[config.mk]
export PLATFORM = sky130hd
export DESIGN_NAME = sequencer_flat
export DESIGN_NICKNAME = d
export VERILOG_FILES = /design/src/rtl/sequencer_pkg.sv /design/src/rtl/sequencer_if.sv /design/src/rtl/sequencer_stall_watchdog.sv /design/src/rtl/sequencer.sv /design/src/flat_wrapper.sv
export SDC_FILE = /design/constraint.sdc
export NUM_CORES = 1
export LEC_CHECK = 0
export ABC_AREA = 1
export CAP_MARGIN = 30
export CORE_MARGIN = 2
export CORE_UTILIZATION = 30
export DETAILED_ROUTE_END_ITERATION = 10
export PLACE_DENSITY_LB_ADDON = 0.15
export SYNTH_ARGS = -nofsm -noshare
export SYNTH_HDL_FRONTEND = slang
export SYNTH_SLANG_ARGS = --single-unit
export TNS_END_PERCENT = 10
[constraint.sdc]
create_clock -name clk -period 1.9 [get_ports clk]
set_clock_uncertainty 0.15 [all_clocks]
set_input_delay 0.285 -clock clk [delete_from_list [all_inputs] [get_ports clk]]
set_output_delay 0.285 -clock clk [all_outputs]
set_load 0.02 [all_outputs]
[src/rtl/sequencer_pkg.sv]
// Shared sequencer types: state encoding, halt causes and core-wide widths.
// SHALT is appended after SNXT so the core's default decode keeps all enables off there.
package sequencer_pkg;

  localparam int OPCODE_WIDTH = 8;
  localparam int IP_WIDTH     = 8;

  localparam logic [OPCODE_WIDTH-1:0] HALT_OPCODE = 8'hFF;

  typedef enum logic [3:0] {
    SRST   = 4'd0,
    SREAD  = 4'd1,
    SLOAD1 = 4'd2,
    SLOAD2 = 4'd3,
    SLOAD3 = 4'd4,
    SCALC  = 4'd5,
    SWRITE = 4'd6,
    SNXT   = 4'd7,
    SHALT  = 4'd8
  } sequencer_state_t;

  typedef enum logic [1:0] {
    CAUSE_NONE  = 2'd0,
    CAUSE_HALT  = 2'd1,
    CAUSE_BP    = 2'd2,
    CAUSE_FAULT = 2'd3
  } halt_cause_t;

  function automatic logic is_stall_state(input sequencer_state_t s);
    logic r;
    r = (s == SLOAD1) || (s == SLOAD2) || (s == SLOAD3) || (s == SCALC) || (s == SWRITE);
    return r;
  endfunction

  function automatic sequencer_state_t advance(input sequencer_state_t s);
    sequencer_state_t n;
    case (s)
      SLOAD1:  n = SLOAD2;
      SLOAD2:  n = SLOAD3;
      SLOAD3:  n = SCALC;
      SCALC:   n = SWRITE;
      SWRITE:  n = SNXT;
      default: n = SRST;
    endcase
    return n;
  endfunction

endpackage

[src/rtl/sequencer_if.sv]
// Control/status bundle between host+core and the sequencer.
// master = host/core side driving controls; slave = sequencer producing state.
interface sequencer_if
  import sequencer_pkg::*;
#(
  parameter int CNT_WIDTH = 16
) ();

  logic                    run;
  logic                    step;
  logic                    halt_req;
  logic                    ram_busy;
  logic [OPCODE_WIDTH-1:0] opcode;
  logic [IP_WIDTH-1:0]     ip;
  logic                    bp_en;
  logic [IP_WIDTH-1:0]     bp_addr;
  sequencer_state_t        q;
  logic                    halted;
  logic [1:0]              halt_cause;
  logic [CNT_WIDTH-1:0]    retired;

  modport master (
    output run, step, halt_req, ram_busy, opcode, ip, bp_en, bp_addr,
    input  q, halted, halt_cause, retired
  );

  modport slave (
    input  run, step, halt_req, ram_busy, opcode, ip, bp_en, bp_addr,
    output q, halted, halt_cause, retired
  );

endinterface

[src/rtl/sequencer_stall_watchdog.sv]
// Counts consecutive busy cycles in stall-capable states; expired fires combinationally on the
// busy cycle that brings the count to STALL_LIMIT, and the counter clears whenever the stall ends.
module sequencer_stall_watchdog #(
  parameter int STALL_LIMIT = 255
) (
  input  logic clk,
  input  logic rst,
  input  logic active,
  input  logic busy,
  output logic expired
);

  localparam int CW = $clog2(STALL_LIMIT + 1);

  logic [CW-1:0] cnt_q;
  logic [CW-1:0] cnt_d;

  always_comb begin
    expired = active && busy && (cnt_q >= CW'(STALL_LIMIT - 1));
    cnt_d   = '0;
    if (active && busy && !expired) begin
      cnt_d = cnt_q + CW'(1);
    end
  end

  always_ff @(posedge clk) begin
    if (rst) begin
      cnt_q <= '0;
    end else begin
      cnt_q <= cnt_d;
    end
  end

endmodule

[src/rtl/sequencer.sv]
// Instruction sequencer FSM: fetch/load/calc/write/next, with run/step/halt, breakpoint and stall watchdog.
// One state per cycle, 7 cycles per instruction plus ram_busy stalls; q is registered.
module sequencer #(
  parameter int                                   CNT_WIDTH   = 16,
  parameter int                                   STALL_LIMIT = 255,
  parameter logic [sequencer_pkg::OPCODE_WIDTH-1:0] HALT_OPCODE = sequencer_pkg::HALT_OPCODE
) (
  input  logic           clk,
  input  logic           rst,
  sequencer_if.slave     bus
);

  import sequencer_pkg::*;

  sequencer_state_t     q_q, q_d;
  halt_cause_t          cause_q, cause_d;
  logic [CNT_WIDTH-1:0] retired_q, retired_d;
  logic                 step_mode_q, step_mode_d;
  logic                 halt_pend_q, halt_pend_d;
  logic                 bp_skip_q, bp_skip_d;
  logic                 wd_expired;
  logic                 bp_hit;
  logic                 halt_at_nxt;

  sequencer_stall_watchdog #(
    .STALL_LIMIT(STALL_LIMIT)
  ) u_watchdog (
    .clk     (clk),
    .rst     (rst),
    .active  (is_stall_state(q_q)),
    .busy    (bus.ram_busy),
    .expired (wd_expired)
  );

  assign bp_hit      = bus.bp_en && (bus.ip == bus.bp_addr) && !bp_skip_q;
  assign halt_at_nxt = (bus.opcode == HALT_OPCODE) || halt_pend_q || step_mode_q;

  always_comb begin
    q_d         = q_q;
    cause_d     = cause_q;
    retired_d   = retired_q;
    step_mode_d = step_mode_q;
    halt_pend_d = halt_pend_q;
    bp_skip_d   = bp_skip_q;

    if ((q_q != SRST) && (q_q != SHALT) && bus.halt_req) begin
      halt_pend_d = 1'b1;
    end

    case (q_q)
      SRST, SHALT: begin
        // run beats step; leaving SHALT arms bp_skip so we can step off the breakpoint
        if (bus.run || bus.step) begin
          q_d         = SREAD;
          step_mode_d = !bus.run;
          bp_skip_d   = (q_q == SHALT);
          cause_d     = CAUSE_NONE;
        end
      end
      SREAD: begin
        bp_skip_d = 1'b0;
        if (bp_hit) begin
          q_d     = SHALT;
          cause_d = CAUSE_BP;
        end else begin
          q_d = SLOAD1;
        end
      end
      SLOAD1, SLOAD2, SLOAD3, SCALC, SWRITE: begin
        if (wd_expired) begin
          q_d     = SHALT;
          cause_d = CAUSE_FAULT;
        end else if (!bus.ram_busy) begin
          q_d = advance(q_q);
        end
      end
      SNXT: begin
        if (retired_q != '1) begin
          retired_d = retired_q + CNT_WIDTH'(1);
        end
        if (halt_at_nxt) begin
          q_d     = SHALT;
          cause_d = CAUSE_HALT;
        end else begin
          q_d = SREAD;
        end
      end
      default: begin
        q_d = SRST;
      end
    endcase

    if ((q_d == SHALT) && (q_q != SHALT)) begin
      halt_pend_d = 1'b0;
    end
  end

  always_ff @(posedge clk) begin
    if (rst) begin
      q_q         <= SRST;
      cause_q     <= CAUSE_NONE;
      retired_q   <= '0;
      step_mode_q <= 1'b0;
      halt_pend_q <= 1'b0;
      bp_skip_q   <= 1'b0;
    end else begin
      q_q         <= q_d;
      cause_q     <= cause_d;
      retired_q   <= retired_d;
      step_mode_q <= step_mode_d;
      halt_pend_q <= halt_pend_d;
      bp_skip_q   <= bp_skip_d;
    end
  end

  assign bus.q          = q_q;
  assign bus.halted     = (q_q == SRST) || (q_q == SHALT);
  assign bus.halt_cause = cause_q;
  assign bus.retired    = retired_q;

endmodule

[src/flat_wrapper.sv]
// flat-port wrapper written by rule: the top's interface ports become plain ports
module sequencer_flat import sequencer_pkg::*;
#(
  parameter int                                   CNT_WIDTH   = 16,
  parameter int                                   STALL_LIMIT = 255,
  parameter logic [sequencer_pkg::OPCODE_WIDTH-1:0] HALT_OPCODE = sequencer_pkg::HALT_OPCODE
)
  (clk, rst, bus_run, bus_step, bus_halt_req, bus_ram_busy, bus_opcode, bus_ip, bus_bp_en, bus_bp_addr, bus_q, bus_halted, bus_halt_cause, bus_retired);
  sequencer_if #(.CNT_WIDTH(CNT_WIDTH)) bus_i ();
  input  logic clk;
  input  logic rst;
  input wire logic [$bits(bus_i.run)-1:0] bus_run;
  input wire logic [$bits(bus_i.step)-1:0] bus_step;
  input wire logic [$bits(bus_i.halt_req)-1:0] bus_halt_req;
  input wire logic [$bits(bus_i.ram_busy)-1:0] bus_ram_busy;
  input wire logic [$bits(bus_i.opcode)-1:0] bus_opcode;
  input wire logic [$bits(bus_i.ip)-1:0] bus_ip;
  input wire logic [$bits(bus_i.bp_en)-1:0] bus_bp_en;
  input wire logic [$bits(bus_i.bp_addr)-1:0] bus_bp_addr;
  output wire logic [$bits(bus_i.q)-1:0] bus_q;
  output wire logic [$bits(bus_i.halted)-1:0] bus_halted;
  output wire logic [$bits(bus_i.halt_cause)-1:0] bus_halt_cause;
  output wire logic [$bits(bus_i.retired)-1:0] bus_retired;
  assign bus_i.run = bus_run;
  assign bus_i.step = bus_step;
  assign bus_i.halt_req = bus_halt_req;
  assign bus_i.ram_busy = bus_ram_busy;
  assign bus_i.opcode = bus_opcode;
  assign bus_i.ip = bus_ip;
  assign bus_i.bp_en = bus_bp_en;
  assign bus_i.bp_addr = bus_bp_addr;
  assign bus_q = bus_i.q;
  assign bus_halted = bus_i.halted;
  assign bus_halt_cause = bus_i.halt_cause;
  assign bus_retired = bus_i.retired;
  sequencer #(.CNT_WIDTH(CNT_WIDTH), .STALL_LIMIT(STALL_LIMIT), .HALT_OPCODE(HALT_OPCODE)) u_core (.clk(clk), .rst(rst), .bus(bus_i));
endmodule
==> key figures, run 1 <==
Final layout
  – Fillers: 667
  – Area Growth Syn to Fin: 38.6%
  – Ant diodes: 0
  – Sequential cell area: roughly 660 sq um
  – Final instance area: about 2800 sq um
  – Nets: 412
  – Final Non-Filler Cells: 456
  – Core Util, Final: 0.436
  – Layout cells sized above 1: 0.119
  – Multi-input logic area: between 1000 and 1500 sq um

STA
  – Worst-Margin Slew: around 440 ps
  – Fmax: around 0.55 GHz
  – Final worst-path cycle share: 0.965
  – Final-report max-slew violation count: 0
  – Min Tclk post-route: 1830 ps
  – Fin Hold WS: about 330 ps
  – Slew margin rel.: 0.707
  – Fin. Hold Viols: 0
  – RSZ-0062 raised after global routing: no
  – Final TNS setup: 0 ps
  – Setup violations, final: 0

Hold path
  – Hold-critical path depth: 2
  – Worst Hold Path EP: u_core.step_mode_q
  – HP Start: u_core.step_mode_q
  – Worst min path class: flip-flop to flip-flop

Run
  – Number of max-cap violations: 0

Floorplanning
  – Die width: 86.1 um
  – Core Box Area: around 6400 sq um
  – Die area: between 7000 and 8000 sq um
  – Initial Utilization: 0.315
  – Die height: 86.1 um
  – Num ports: 54
  – Rows: 29

Clocking
  – CTS H-tree depth: 2
  – Clock Tree Buf Depth: 2
  – Clock slew at reported path FFs: roughly 70 ps
  – CTS tree: yes
  – Sink Count: 33
  – Clk_lat worst skew: around 290 ps
  – Cts bufs inserted: 5
  – CTS root buf: clkbuf_8
  – Hold_buf cts: 0
  – Number of setup buffers added after CTS: 0

Logic synthesis
  – Share of the yosys chip area belonging to registers: 0.327
  – Warnings from Yosys: 0
  – Primary FF master, synth: dfxtp_1
  – Async SR Flop Fraction: 0
  – Post-Synthesis Net Count: ~340
  – Register bit total from synthesis: 33
  – Syn avg cell area: approximately 6.5 sq um
  – Post-synth cell types: 33
  – Post-synth EDFFs: 0
  – Mapped cell area: 2020 sq um
  – Mapped Cells: just over 300

Placement
  – IO Port Bufs: 53
  – Post-place instance area: ~2700 sq um
  – Routability cong.: 0.857
  – Half-perimeter wire length after detailed placement: about 4000 um
  – Inst Count DP: 448

GRT
  – Global-route wire length before repair: 8530 um
  – Largest net degree at the start of global routing: 17
  – Total track usage: 0.143
  – Vias in the first global route: roughly 2000
  – Initial antenna violation count: 0
  – Remaining global-route overflow: 0

Setup path
  – FF-to-FF Start: u_core.bus.retired[1]
  – Setup crit end kind: primary output
  – Crit-path max FO: 5
  – R2R cell count: 8
  – Buf/Inv on CP: 1
  – Crit path required time: between 1000 and 1500 ps
  – R2R Setup Slk: around 220 ps
  – Critical-path top delay cell: clkdlybuf4s50_1
  – R2R Path End: u_core.bus.retired[0]
  – CP startpoint kind: flip-flop
  – Kind of critical path: flip-flop to primary output
  – Max incr delay on CP: about 660 ps
  – Family with the most delay on the worst path: buffers and inverters
  – Arr. time, crit path: approximately 1400 ps
  – CP Cell Sequence: clkdlybuf4s50_1

Routing
  – Vias: between 2000 and 2500
  – Antenna Nets Post-Route: 0
  – Pre-antenna DRT Iters: 4
  – Vias per cell: 4.61
  – WL/cell: around 11 um
  – DRT Wirelength: a little under 5000 um
  – Iteration-0 DRC count of the detailed router: 109
  – DRC errors left: 0

Power
  – Worst VDD drop: between 0.2 and 0.25 mV
  – Static leakage: around 1.1 nW
  – Power Density: ~540 nW/um^2

Outcome
  – Status: complete, no violations
-- power by group --
| part | internal, mW | total [mW] | leakage [nW] | switching [mW] |
|---|---|---|---|---|
| Combinational | 0.135 | 0.264 | 0.796 | 0.129 |
| Clock | 0.254 | 0.521 | 0.0450 | 0.267 |
| Sequential | 0.711 | 0.725 | 0.268 | 0.0143 |
-- cells in the final DEF (no fill, tap or decap), drive strengths merged --
cell,instances
and3,2
inv,49
o211ai,2
ha,3
a21oi,21
nand3,23
clkbuf,6
nand4,7
xor2,8
a31oi,3
dfxtp,33
nand2,87
buf,13
nor2,34
dlygate4sd2,1
nor3,14
or2,2
o21a,1
nor3b,2
o21ai,13
xnor2,1
clkdlybuf4s50,52
clkinv,2
-- flip-flops by register name, indices dropped and copies added, names as in the netlist --
signal	flops
u_core.bp_skip_q	1
u_core.bus.halt_cause	2
u_core.bus.q	4
u_core.bus.retired	16
u_core.halt_pend_q	1
u_core.step_mode_q	1
u_core.u_watchdog.cnt_q	8
-- layer usage --
| layer | global-route usage | up-vias | wire length, um |
|---|---|---|---|
| met4 | 0.0635 | 0 | 100 |
| met3 | 0.0366 | 11 | 256 |
| met1 | 0.178 | 917 | 2440 |
| met2 | 0.231 | 49 | 2140 |
| li1 | - | 1125 | - |
| met5 | 0 | - | 0 |
-- kinds of logic after synthesis --
group,Yosys count,share of synthesized area
adder cells (fa/ha/maj),3,0.0186
XOR/XNOR,9,0.0390
buffers and inverters,53,0.107
AO/OA/AOI/OAI,40,0.108
AND/OR/NAND/NOR,171,0.400
flip-flops,33,0.327
-- worst max path at each step --
stage                                      from                        to  slack [ps]  depth (start not counted)
after global placement                bus_ip[1]  u_core.bus.halt_cause[0]         140                         12
after detailed placement              bus_ip[1]  u_core.bus.halt_cause[0]          90                         12
after floorplan           u_core.bus.retired[0]    u_core.bus.retired[13]         130                          9
after CTS                 u_core.bus.retired[2]            bus_retired[2]          40                          1
final                           u_core.bus.q[3]                  bus_q[3]          70                          1
after global routing      u_core.bus.retired[3]            bus_retired[3]         0.6                          1
-- metrics by stage --
stage	setup slack, ps	power, mW
CTS	38.9	1.53
finish	66.5	1.51
global placement	137	1.01
detailed placement	92.7	1.01
global route	0.580	1.59
floorplan	131	0.871
-- synthesized netlist by cell type, types with 6 or more instances --
master / number / area share
dfxtp_1: 33 / 0.33
nand4_1: 6 / 0.019
nor2_1: 32 / 0.059
a21oi_1: 19 / 0.047
inv_1: 45 / 0.084
xor2_1: 8 / 0.035
nand3_1: 20 / 0.050
nor3_1: 10 / 0.025
o21ai_0: 13 / 0.032
nand2_1: 83 / 0.15
-- final cells by class --
cell class              instances  share of cell area
clock buffers                   6              0.0259
clock inverters                 2             0.00357
inverters                      49              0.0666
multi-input cells             223               0.409
flip-flops and latches         33               0.236
well taps                      77              0.0344
repair buffers                 66               0.224
-- repair_timing --
action | in CTS | in global routing
setup endpoints to repair | 1 | 2
gates resized for setup | 1 | 2
pin swaps | 0 | 0
cloned | 0 | 0
(Power assumes the default switching activity.)
==> run 2: changes to the inputs <==
- CELL_PAD_IN_SITES_DETAIL_PLACEMENT: unset -> 1
- CELL_PAD_IN_SITES_GLOBAL_PLACEMENT: unset -> 2
- CORE_UTILIZATION: 30 -> 25
==> key figures, run 2 (synthesized netlist as in run 1, its figures left out) <==
Clocking
  – CTS root buf: clkbuf_8
  – Clock Tree Buf Depth: 2 (unchanged)
  – Hold_buf cts: 0 (unchanged)
  – Cts bufs inserted: 5 (unchanged)
  – Number of setup buffers added after CTS: 0 (unchanged)
  – Clock slew at reported path FFs: 80 ps (about the same)
  – CTS H-tree depth: 2 (unchanged)
  – Clk_lat worst skew: 300 ps (about the same)
  – Sink Count: 33 (unchanged)
  – CTS tree: yes

Power
  – Worst VDD drop: 0.245 mV (+8.7%)
  – Static leakage: 1.17 nW (+5.2%)
  – Sw frac: 0.270 (-0.00119)
  – Internal: 1.24 mW (+12%)
  – Logic gate share of total power: 0.154 (-0.021)
  – Seq pwr share: 0.430 (-0.050)
  – Switch Pwr: 0.458 mW (+12%)
  – Clock share of power: 0.416 (+0.071)
  – Power Density: 584 nW/um^2 (+8.4%)

Setup path
  – CP Cell Sequence: clkdlybuf4s50_1
  – Family with the most delay on the worst path: buffers and inverters
  – Arr. time, crit path: 1400 ps (about the same)
  – Buf/Inv on CP: 1 (unchanged)
  – CP startpoint kind: flip-flop
  – Kind of critical path: flip-flop to primary output
  – Crit path required time: 1460 ps (about the same)
  – Critical-path top delay cell: clkdlybuf4s50_1
  – Setup crit end kind: primary output
  – Crit-path max FO: 7 (+2)
  – Max incr delay on CP: 650 ps (about the same)

Routing
  – Iteration-0 DRC count of the detailed router: 67 (-39%)
  – Vias per cell: 4.40 (-4.5%)
  – Pre-antenna DRT Iters: 4 (unchanged)
  – Antenna Nets Post-Route: 0 (unchanged)
  – Vias: 2134 (+1.5%)
  – WL/cell: 11.9 um (+10%)
  – DRC errors left: 0 (unchanged)
  – DRT Wirelength: 5780 um (+17%)

Floorplanning
  – Num ports: 54 (unchanged)
  – Core Box Area: 7770 sq um (+21%)
  – Die height: 93.9 um (+9.1%)
  – Rows: 32 (+10%)
  – Initial Utilization: 0.260 (-0.0545)
  – Die area: 8820 sq um (+19%)
  – Die width: 93.9 um (+9.1%)

Outcome
  – Status: complete, no violations

STA
  – Final TNS setup: 0 ps (unchanged)
  – Min Tclk post-route: 1840 ps (+4.56 ps)
  – Fin Hold WS: 318 ps (-7.27 ps)
  – Fmax: 0.544 GHz (-0.25%)
  – Worst-Margin Slew: 436 ps (+0.554 ps)
  – Final-report max-slew violation count: 0 (unchanged)
  – Setup violations, final: 0 (unchanged)
  – Slew margin rel.: 0.707 (about the same)
  – Fin. Hold Viols: 0 (unchanged)
  – Worst setup margin: 62.0 ps (-4.56 ps)
  – RSZ-0062 raised after global routing: no
  – Final worst-path cycle share: 0.967 (+0.00240)

GRT
  – Total track usage: 0.143 (about the same)
  – Remaining global-route overflow: 0 (unchanged)
  – Initial antenna violation count: 0 (unchanged)
  – Vias in the first global route: 2154 (+8.6%)
  – Largest net degree at the start of global routing: 17 (unchanged)
  – Global-route wire length before repair: 9900 um (+16%)

Final layout
  – Final Non-Filler Cells: 485 (+6.4%)
  – Most common cell after layout, fill and taps aside: nand2_1
  – Nets: 416 (+0.97%)
  – Commonest non-fill, non-tap cells in the layout: nand2_1 (83), clkdlybuf4s50_1 (49), inv_1 (45)
  – Ant diodes: 0 (unchanged)
  – Layout cells sized above 1: 0.133 (+0.0144)
  – Largest register FFs: 16 (unchanged)
  – Core Util, Final: 0.373 (-0.0628)
  – Area Growth Syn to Fin: 43.5%

Hold path
  – Worst min path class: flip-flop to flip-flop

Run
  – Number of max-cap violations: 0 (unchanged)

Placement
  – Half-perimeter wire length after detailed placement: 4720 um (+17%)
  – Pre-CTS setup slack: 71.5 ps (-21.3 ps)
  – Inst Count DP: 477 (+6.5%)
  – Routability cong.: 0.838 (-2.3%)
  – IO Port Bufs: 53 (unchanged)
[run 2: changes by cell type in the layout (fill, tap and decap cells not counted)]
cell	before	now
nor3_2	3	4
dlygate4sd2_1	1	3
buf_4	13	17
bufinv_16	0	1
clkinv_4	0	1
clkbuf_1	1	0
clkinvlp_4	0	1
nor3_1	10	9
clkdlybuf4s50_1	52	49
dlymetal6s2s_1	0	1
clkinv_2	2	0
[run 2: tightest hold or removal path, delay by kind of cell, from the launching register on]
| family | cells | cell delay (ps) |
|---|---|---|
| AOI/OAI and AO/OA | 1 | 50 |
| DFF | 1 | 310 |
| and+or+nand+nor | 1 | 60 |
[run 2: path summary, 6_finish.rpt]
check                         from                    end  slack, ps  depth (start not counted)
min reg2reg     u_core.step_mode_q     u_core.step_mode_q        320                          2
max                u_core.bus.q[0]               bus_q[0]         60                          1
max reg2reg  u_core.bus.retired[0]  u_core.bus.retired[2]        190                          8
min             u_core.step_mode_q     u_core.step_mode_q        320                          2
[run 2: per-stage QoR]
step,cell area (sq um),power (mW)
6_report,2900,1.69
5_1_grt,2900,1.80
4_1_cts,2890,1.73
3_5_place_dp,2780,1.01
3_3_place_gp,2780,1.01
2_1_floorplan,2020,0.871
[run 2: area by class of cell]
| class | count | area, sq um |
|---|---|---|
| Clock buffer | 5 | 68.8 |
| Clock inverter | 3 | 46.3 |
| Fill cell | 1013 | 4870 |
| Inverter | 49 | 186 |
| Multi-Input combinational cell | 223 | 1150 |
| Sequential cell | 33 | 662 |
| Tap cell | 102 | 128 |
| Timing Repair Buffer | 70 | 657 |
[run 2: repair_timing]
item,in CTS,in global routing
setup endpoints to repair,3,6
gates resized for setup,3,4
endpoints found under the hold margin,0,0
[run 2: power groups by stage]
| stage | Combinational [mW] | Clock [mW] | Sequential (mW) |
|---|---|---|---|
| 2_1_floorplan | 0.117 | 0 | 0.754 |
| 3_3_place_gp | 0.265 | 0 | 0.746 |
| 5_1_grt | 0.298 | 0.766 | 0.732 |
| 6_report | 0.261 | 0.704 | 0.729 |
| 4_1_cts | 0.267 | 0.738 | 0.730 |
| 3_5_place_dp | 0.268 | 0 | 0.746 |
[run 2: routing by layer]
| metal | GRT usage | up-vias | part of all wire |
|---|---|---|---|
| met5 | 0 | - | 0 |
| met4 | 0.0471 | 0 | 0.014 |
| met3 | 0.0281 | 7 | 0.031 |
| met2 | 0.245 | 35 | 0.47 |
| met1 | 0.178 | 960 | 0.49 |
| li1 | - | 1132 | - |
